[src/rtl/sprite_locator.sv]
// sprite_locator: double-buffered sprite object table and per-pixel hit search.
// Optional collision counter enabled with macro SPRITE_COLLISION_EN.
module sprite_locator #(
  parameter int NUM_SPRITES = 8,
  parameter int SCALE_SHIFT = 1,
  parameter int H_ACTIVE    = 640,
  parameter int V_ACTIVE    = 480
) (
  input  logic        i_Clk,
  input  logic        i_Reset,
  input  logic        i_wr_en,
  input  logic [3:0]  i_wr_slot,
  input  logic [9:0]  i_wr_x,
  input  logic [9:0]  i_wr_y,
  input  logic [5:0]  i_wr_num,
  input  logic        i_wr_vis,
  input  logic [9:0]  i_column,
  input  logic [9:0]  i_row,
  output logic [5:0]  o_sprite_num,
  output logic [2:0]  o_row_num,
  output logic [2:0]  o_col_num,
  output logic        o_hit,
  output logic        o_pending,
  output logic [15:0] o_collisions
);

  localparam logic [9:0] LP_S = 10'(8 << SCALE_SHIFT);
  localparam logic [9:0] LP_H = 10'(H_ACTIVE);
  localparam logic [9:0] LP_V = 10'(V_ACTIVE);
  localparam logic [4:0] LP_N = 5'(NUM_SPRITES);

  logic [9:0] r_pend_x   [NUM_SPRITES];
  logic [9:0] r_pend_y   [NUM_SPRITES];
  logic [5:0] r_pend_num [NUM_SPRITES];
  logic       r_pend_vis [NUM_SPRITES];
  logic [9:0] r_act_x    [NUM_SPRITES];
  logic [9:0] r_act_y    [NUM_SPRITES];
  logic [5:0] r_act_num  [NUM_SPRITES];
  logic       r_act_vis  [NUM_SPRITES];

  logic       r_pending;
  logic [5:0] r_sprite_num;
  logic [2:0] r_row_num;
  logic [2:0] r_col_num;
  logic       r_hit1;
  logic       r_hit2;

  logic       w_wr;
  logic       w_commit;
  logic       w_area;
  logic       w_hit;
  logic [5:0] w_num;
  logic [2:0] w_row;
  logic [2:0] w_col;
  logic [9:0] w_kdx;
  logic [9:0] w_kdy;
`ifdef SPRITE_COLLISION_EN
  logic       w_multi;
  logic [15:0] r_coll_cnt;
  logic [15:0] r_collisions;
`endif

  assign w_wr     = i_wr_en && ({1'b0, i_wr_slot} < LP_N);
  assign w_commit = (i_column == 10'd0) && (i_row == LP_V);
  assign w_area   = (i_column < LP_H) && (i_row < LP_V);

  // Search slots high to low so the lowest-numbered hit is the last one kept.
  always_comb begin
    w_hit = 1'b0;
    w_num = '0;
    w_row = '0;
    w_col = '0;
    w_kdx = '0;
    w_kdy = '0;
`ifdef SPRITE_COLLISION_EN
    w_multi = 1'b0;
`endif
    for (int k = NUM_SPRITES - 1; k >= 0; k--) begin
      w_kdx = i_column - r_act_x[k];
      w_kdy = i_row - r_act_y[k];
      if (r_act_vis[k] && (w_kdx < LP_S) && (w_kdy < LP_S) && w_area) begin
`ifdef SPRITE_COLLISION_EN
        if (w_hit) w_multi = 1'b1;
`endif
        w_hit = 1'b1;
        w_num = r_act_num[k];
        w_row = w_kdy[SCALE_SHIFT+2 -: 3];
        w_col = w_kdx[SCALE_SHIFT+2 -: 3];
      end
    end
  end

  // Pending table takes writes; active table is copied from it only at vblank start.
  always_ff @(posedge i_Clk) begin
    if (i_Reset) begin
      for (int k = 0; k < NUM_SPRITES; k++) begin
        r_pend_x[k]   <= '0;
        r_pend_y[k]   <= '0;
        r_pend_num[k] <= '0;
        r_pend_vis[k] <= 1'b0;
        r_act_x[k]    <= '0;
        r_act_y[k]    <= '0;
        r_act_num[k]  <= '0;
        r_act_vis[k]  <= 1'b0;
      end
      r_pending <= 1'b0;
    end else begin
      for (int k = 0; k < NUM_SPRITES; k++) begin
        if (w_commit) begin
          r_act_x[k]   <= r_pend_x[k];
          r_act_y[k]   <= r_pend_y[k];
          r_act_num[k] <= r_pend_num[k];
          r_act_vis[k] <= r_pend_vis[k];
        end
        if (w_wr && (i_wr_slot == 4'(k))) begin
          r_pend_x[k]   <= i_wr_x;
          r_pend_y[k]   <= i_wr_y;
          r_pend_num[k] <= i_wr_num;
          r_pend_vis[k] <= i_wr_vis;
        end
      end
      if (w_wr)
        r_pending <= 1'b1;
      else if (w_commit)
        r_pending <= 1'b0;
    end
  end

  // Stage 1 registers the ROM address, stage 2 delays the hit to match ROM output.
  always_ff @(posedge i_Clk) begin
    if (i_Reset) begin
      r_sprite_num <= '0;
      r_row_num    <= '0;
      r_col_num    <= '0;
      r_hit1       <= 1'b0;
      r_hit2       <= 1'b0;
    end else begin
      r_sprite_num <= w_num;
      r_row_num    <= w_row;
      r_col_num    <= w_col;
      r_hit1       <= w_hit;
      r_hit2       <= r_hit1;
    end
  end

`ifdef SPRITE_COLLISION_EN
  // Saturating per-frame overlap count, published and cleared at vblank start.
  always_ff @(posedge i_Clk) begin
    if (i_Reset) begin
      r_coll_cnt   <= '0;
      r_collisions <= '0;
    end else if (w_commit) begin
      r_collisions <= r_coll_cnt;
      r_coll_cnt   <= '0;
    end else if (w_multi && (r_coll_cnt != 16'hFFFF)) begin
      r_coll_cnt <= r_coll_cnt + 16'd1;
    end
  end

  assign o_collisions = r_collisions;
`else
  assign o_collisions = '0;
`endif

  assign o_sprite_num = r_sprite_num;
  assign o_row_num    = r_row_num;
  assign o_col_num    = r_col_num;
  assign o_hit        = r_hit2;
  assign o_pending    = r_pending;

endmodule

[config.mk]
export PLATFORM = sky130hd
export DESIGN_NAME = sprite_locator
export DESIGN_NICKNAME = d
export VERILOG_FILES = /design/src/rtl/sprite_locator.sv
export SDC_FILE = /design/constraint.sdc
export NUM_CORES = 1
export LEC_CHECK = 0
export CORE_MARGIN = 3
export CORE_UTILIZATION = 62
export CTS_CLUSTER_DIAMETER = 50
export CTS_CLUSTER_SIZE = 40
export DETAILED_ROUTE_END_ITERATION = 10
export GPL_TIMING_DRIVEN = 0
export PLACE_DENSITY = 0.81
export SYNTH_ARGS = -nofsm -noshare
export SYNTH_HDL_FRONTEND = slang
export SYNTH_SLANG_ARGS = --single-unit
[constraint.sdc]
create_clock -name i_Clk -period 10 [get_ports i_Clk]
set_clock_uncertainty 0.05 [all_clocks]
set_input_delay 2.5 -clock i_Clk [delete_from_list [all_inputs] [get_ports i_Clk]]
set_output_delay 2.5 -clock i_Clk [all_outputs]
set_load 0.02 [all_outputs]
**Yosys cells after proc, flatten, opt, wreduce, memory -nomap -nowiden**

Memory sizes are Yosys's and may differ from the RTL's.
Index checks and enable logic that the tools add are counted.
W data, S select, Z words.

- Bits in registers: 15
- Latch bits: 0
- Memory bits (writable): 432
- Bits in read-only memories: 0
- Logic and storage cells: 286
- Memories kept: 8

Memory list:

| memory | words | width | rd ports | clocked after memory_dff | write ports | RTL line | source |
|---|---|---|---|---|---|---|---|
| r_act_x | 8 | 10 | 8 | 0 | 8 | 36 | `logic [9:0] r_act_x [NUM_SPRITES];` |
| r_act_y | 8 | 10 | 8 | 0 | 8 | 37 | `logic [9:0] r_act_y [NUM_SPRITES];` |
| r_pend_x | 8 | 10 | 8 | 0 | 8 | 32 | `logic [9:0] r_pend_x [NUM_SPRITES];` |
| r_pend_y | 8 | 10 | 8 | 0 | 8 | 33 | `logic [9:0] r_pend_y [NUM_SPRITES];` |
| r_act_num | 8 | 6 | 8 | 0 | 8 | 38 | `logic [5:0] r_act_num [NUM_SPRITES];` |
| r_pend_num | 8 | 6 | 8 | 0 | 8 | 34 | `logic [5:0] r_pend_num [NUM_SPRITES];` |
| 2 more memories | n/a | n/a | n/a | n/a | n/a | n/a |  |

- Add/sub/neg operators: 16
- Multiply operators: 0
- Divide/modulo/power cells: 0
- Magnitude comparators: 19
- Eq/ne operators: 8
- Shift operators: 0
- Multiplexer cells: 127
- Bitwise gates (word level): 64
- Reduce and logical (&&, ||, !) cells: 38

Operators with widths:

| operator | number |
|---|---|
| $mux W10 | 32 |
| $lt A10 B5 Y1 const B | 16 |
| $sub A10 B10 Y10 | 16 |
| $mux W6 | 24 |
| $or A1 B1 Y1 | 64 |
| $mux W1 | 55 |
| $mux W3 | 16 |
| $logic_and A1 B1 Y1 | 35 |
| $eq A4 B3 Y1 const B | 4 |
| $eq A10 B9 Y1 const B | 1 |
| $logic_not A10 Y1 | 1 |
| $lt A10 B10 Y1 const B | 1 |
| $lt A10 B9 Y1 const B | 1 |
| $eq A4 B2 Y1 const B | 2 |
| $eq A4 B1 Y1 const B | 1 |
| $logic_not A4 Y1 | 1 |
| $lt A4 B4 Y1 const B | 1 |
| $reduce_bool A2 Y1 | 1 |

**Depth between registers and ports, before layout**

An unclocked memory read counts as a cell.

- Depth in word-level cells: 14
- Mapped depth: 15
- Depth with buffers taken out: 14

**Worst setup path after synthesis**

No wires, ideal clock.

- Path kind: input port to flip-flop
- Start: input i_row[1]
- End: memory r_act_num[0][0], enable pin
- Library setup time: 0.585 ns
- Data arrival time: 7.871 ns
- Data required time: 9.365 ns
- Slack: 1.494 ns
- Stages: 4
- Buffers on the path: 0
- Cell sequence: or4_1 nor4_1 nand4_1 nand2_1

RTL lines:

| what | RTL line | source |
|---|---|---|
| start, declared | 18 | `input logic [9:0] i_row,` |
| end, declared | 38 |  |

**Worst setup path after layout**

- Start: input i_column[1]
- End: register r_row_num[2] (netlist: o_row_num[2])

- Cells in the longest elaborated chain, start to end: 13
- Elaborated cells between the ends (all ways): 50

Ends and longest elaborated chain:

| what | RTL line | source |
|---|---|---|
| start, declared | 17 | `input logic [9:0] i_column,` |
| $sub A10 B10 Y10 | 79 | `w_kdx = i_column - r_act_x[k];` |
| $lt A10 B5 Y1 | 81 | `if (r_act_vis[k] && (w_kdx < LP_S) && (w_kdy < LP_S) && w_area) begin` |
| $logic_and A1 B1 Y1 (3 in a row) | 81 |  |
| $mux W3 (7 in a row) | 81 |  |
| $mux W3 (*) | 81 |  |
| end signal, assigned | 139 | `r_row_num <= w_row;` |
| end, declared | 43 | `logic [2:0] r_row_num;` |

Every way passes the cells marked *; elsewhere a longest branch is shown, timed or not.
A chain may end at the register's enable or synchronous reset.

==> metrics.cfg <==
[outcome]
status=complete, no violations

[clocking]
cts_repair_resize_count=0
cts_tree=built
clkTransAtPathRegs_ps=90
clock_latency_ps=550
cts_buffer_depth=3
cts_setup_buffers=0
postCtsHoldBufs=0
htreeDepth=2
cts.sinks=447
cts_buffers=36
cts-root-buf=clkbuf_16

[route]
drt_wl_total_um=66300
drc_errors=0
vias=17600
vias_per_cell=6.25
drt_iter0_drc=2069
first_pass_iters=6
antenna_left=0
drt-wirelength-per-cell_um=23.6

[die]
pin_count=84
core_area_um2=37800
die_area_um2=41100
rows=71
die_width_um=203
die_h_um=203
initial_utilization=0.633

[synthesis]
synth_edf_count=432
synth_ff_type=edfxtp_1
syn-cell-area_um2=24000
synth-seq-area-share=0.554
yosysTopAreaCellShare=0.541
ys_types=90
ys_ff_latch=447
yosys_warnings=0
synth_cells=2153
synthTopCellsByArea=edfxtp_1 (54%), ha_1 (6.7%), and2_1 (4.4%)
syn_area_per_cell_um2=11.1
synthArstFlopShare=0
synth_area_leader_cell=edfxtp_1

[grt]
antenna_found_initial=1
track_usage=0.318
gr-total-overflow=0
grt_pass1_vias=16600
grt_max_degree=66
grt_pass1_wl_um=97400

[hold_path]
min_path_type=reg2reg

[setup_path]
path_max_fanout=11
cp-end-kind=register
critPathArrivalTime_ps=8320
critPathLaunchType=input pin
critPathKind=in2reg
cp_data_required_time_ps=10360

[layout]
final_common_cell=edfxtp_1
drive_above_1_share=0.0574
register_area_um2=13300
area_growth_pct=11.3
final_util=0.705
antennaDiodeCount=0
multiInputGateArea_um2=9660
finalNetCount=2472
final_cell_mix=edfxtp_1 (432), nor2_1 (239), inv_1 (196), and2_1 (169), ha_1 (128)
num-fill-cells=2628

[timing]
period_share=0.795
hold_viol=0
slew_headroom=0.129
rsz0062_at_grt=false
max_freq_mhz=126
fin_hold_ws_ps=456
worst_slew_pin_slew_ps=1300
fin_crit_ps=7950
setup_violations=0
fin_ws_ps=2050
slew_violations=0

[pwr]
p_leak_nw=10.1
power_per_cell_area_nw_per_um2=160
peakVddDrop_mv=0.138

[place]
dp_slack_ps=1760
io_buffer_count=64
gp_congestion=0.982
hpwlAfterDp_um=45400

[job]
maxCapViolCount=0

-- path summary, 6_finish.rpt --
| check | slack [ps] | end | depth (start not counted) | from |
|---|---|---|---|---|
| worst min-delay path | 460 | r_act_num[1][7] | 1 | r_pend_num[0][31] |
| worst min register to register | 460 | r_act_num[1][7] | 1 | r_pend_num[0][31] |
| worst max-delay path | 2050 | o_row_num[2] | 14 | i_column[1] |
| worst max register to register | 5390 | o_row_num[2] | 13 | r_act_x[0][20] |
-- metal layers --
metal  GRT usage  vias to the layer above  part of all wire
met3      0.0611                      261              0.12
li1            -                     7930                 -
met1       0.424                     8265              0.37
met5           0                        -           0.00012
met4       0.186                        2             0.073
met2       0.491                     1103              0.44
-- cells by family (layout without fill, tap and decap cells) --
| group | count (synthesis) | after routing | synth area share |
|---|---|---|---|
| buffers and inverters | 273 | 405 | 0.0458 |
| other | 1 | 16 | 0.000156 |
| adder cells (fa/ha/maj) | 144 | 144 | 0.0802 |
| multiplexers | 12 | 12 | 0.00543 |
| AO/OA/AOI/OAI | 395 | 395 | 0.113 |
| flip-flops | 447 | 447 | 0.554 |
| AND/OR/NAND/NOR | 805 | 805 | 0.174 |
| XOR/XNOR | 76 | 76 | 0.0278 |
-- cell type report --
| cell class | count | share of cell area |
|---|---|---|
| repair buffers | 68 | 0.0273 |
| flip-flops and latches | 447 | 0.497 |
| multi-input cells | 1448 | 0.362 |
| clock buffers | 38 | 0.0348 |
| plain buffers | 75 | 0.0133 |
| inverters | 198 | 0.0279 |
| clock inverters | 26 | 0.0131 |
| well taps | 511 | 0.0240 |
-- report_power, final --
group          total, mW  leakage (nW)  switching, mW  internal (mW)
sequential          2.17          4.49         0.0231           2.14
clock               1.52         0.616          0.763          0.762
combinational      0.571          5.01          0.371          0.200
total               4.26          10.1           1.16           3.11
-- critical path, stage by stage --
cell and delay [ps]:
clkdlybuf4s50_1 1100, inv_1 630, fa_1 630, nor2b_1 230
o21ai_0 200, a32o_1 270, xnor2_1 120, a311oi_1 250
nand4_1 200, nor2_2 490, nor2_1 180, a221oi_1 730
o21ai_0 400, a22o_1 370
-- state kept, by name (all words and copies together), names as in the netlist --
name          count
r_act_vis         8
o_hit             1
o_col_num         3
r_pend_y         80
r_pend_vis        8
r_act_num        48
r_act_x          80
r_pend_x         80
r_pend_num       48
r_act_y          80
o_sprite_num      6
o_row_num         3
r_hit1            1
o_pending         1
-- synth_stat cells (all sizes together), types with 20 or more instances --
master / n
nor2b: 87
nand2b: 30
nor2: 240
inv: 196
a21oi: 101
ha: 128
clkbuf: 53
a21o: 20
and2: 169
o21ai: 87
nand2: 121
xor2: 33
buf: 22
edfxtp: 432
xnor2: 43
nand3: 40
nor3: 29
-- metrics by stage --
stage	setup TNS [ps]	area, um2	std cells	power [mW]
final	0	26700	2811	4.26
after floorplan	0	24000	2168	2.58
after global placement	-390010	25300	2743	2.75
after global routing	0	26700	2811	4.38
after detailed placement	0	25400	2746	2.76
after CTS	0	26700	2810	4.24
No activity file was read; power rests on OpenSTA's default activity.
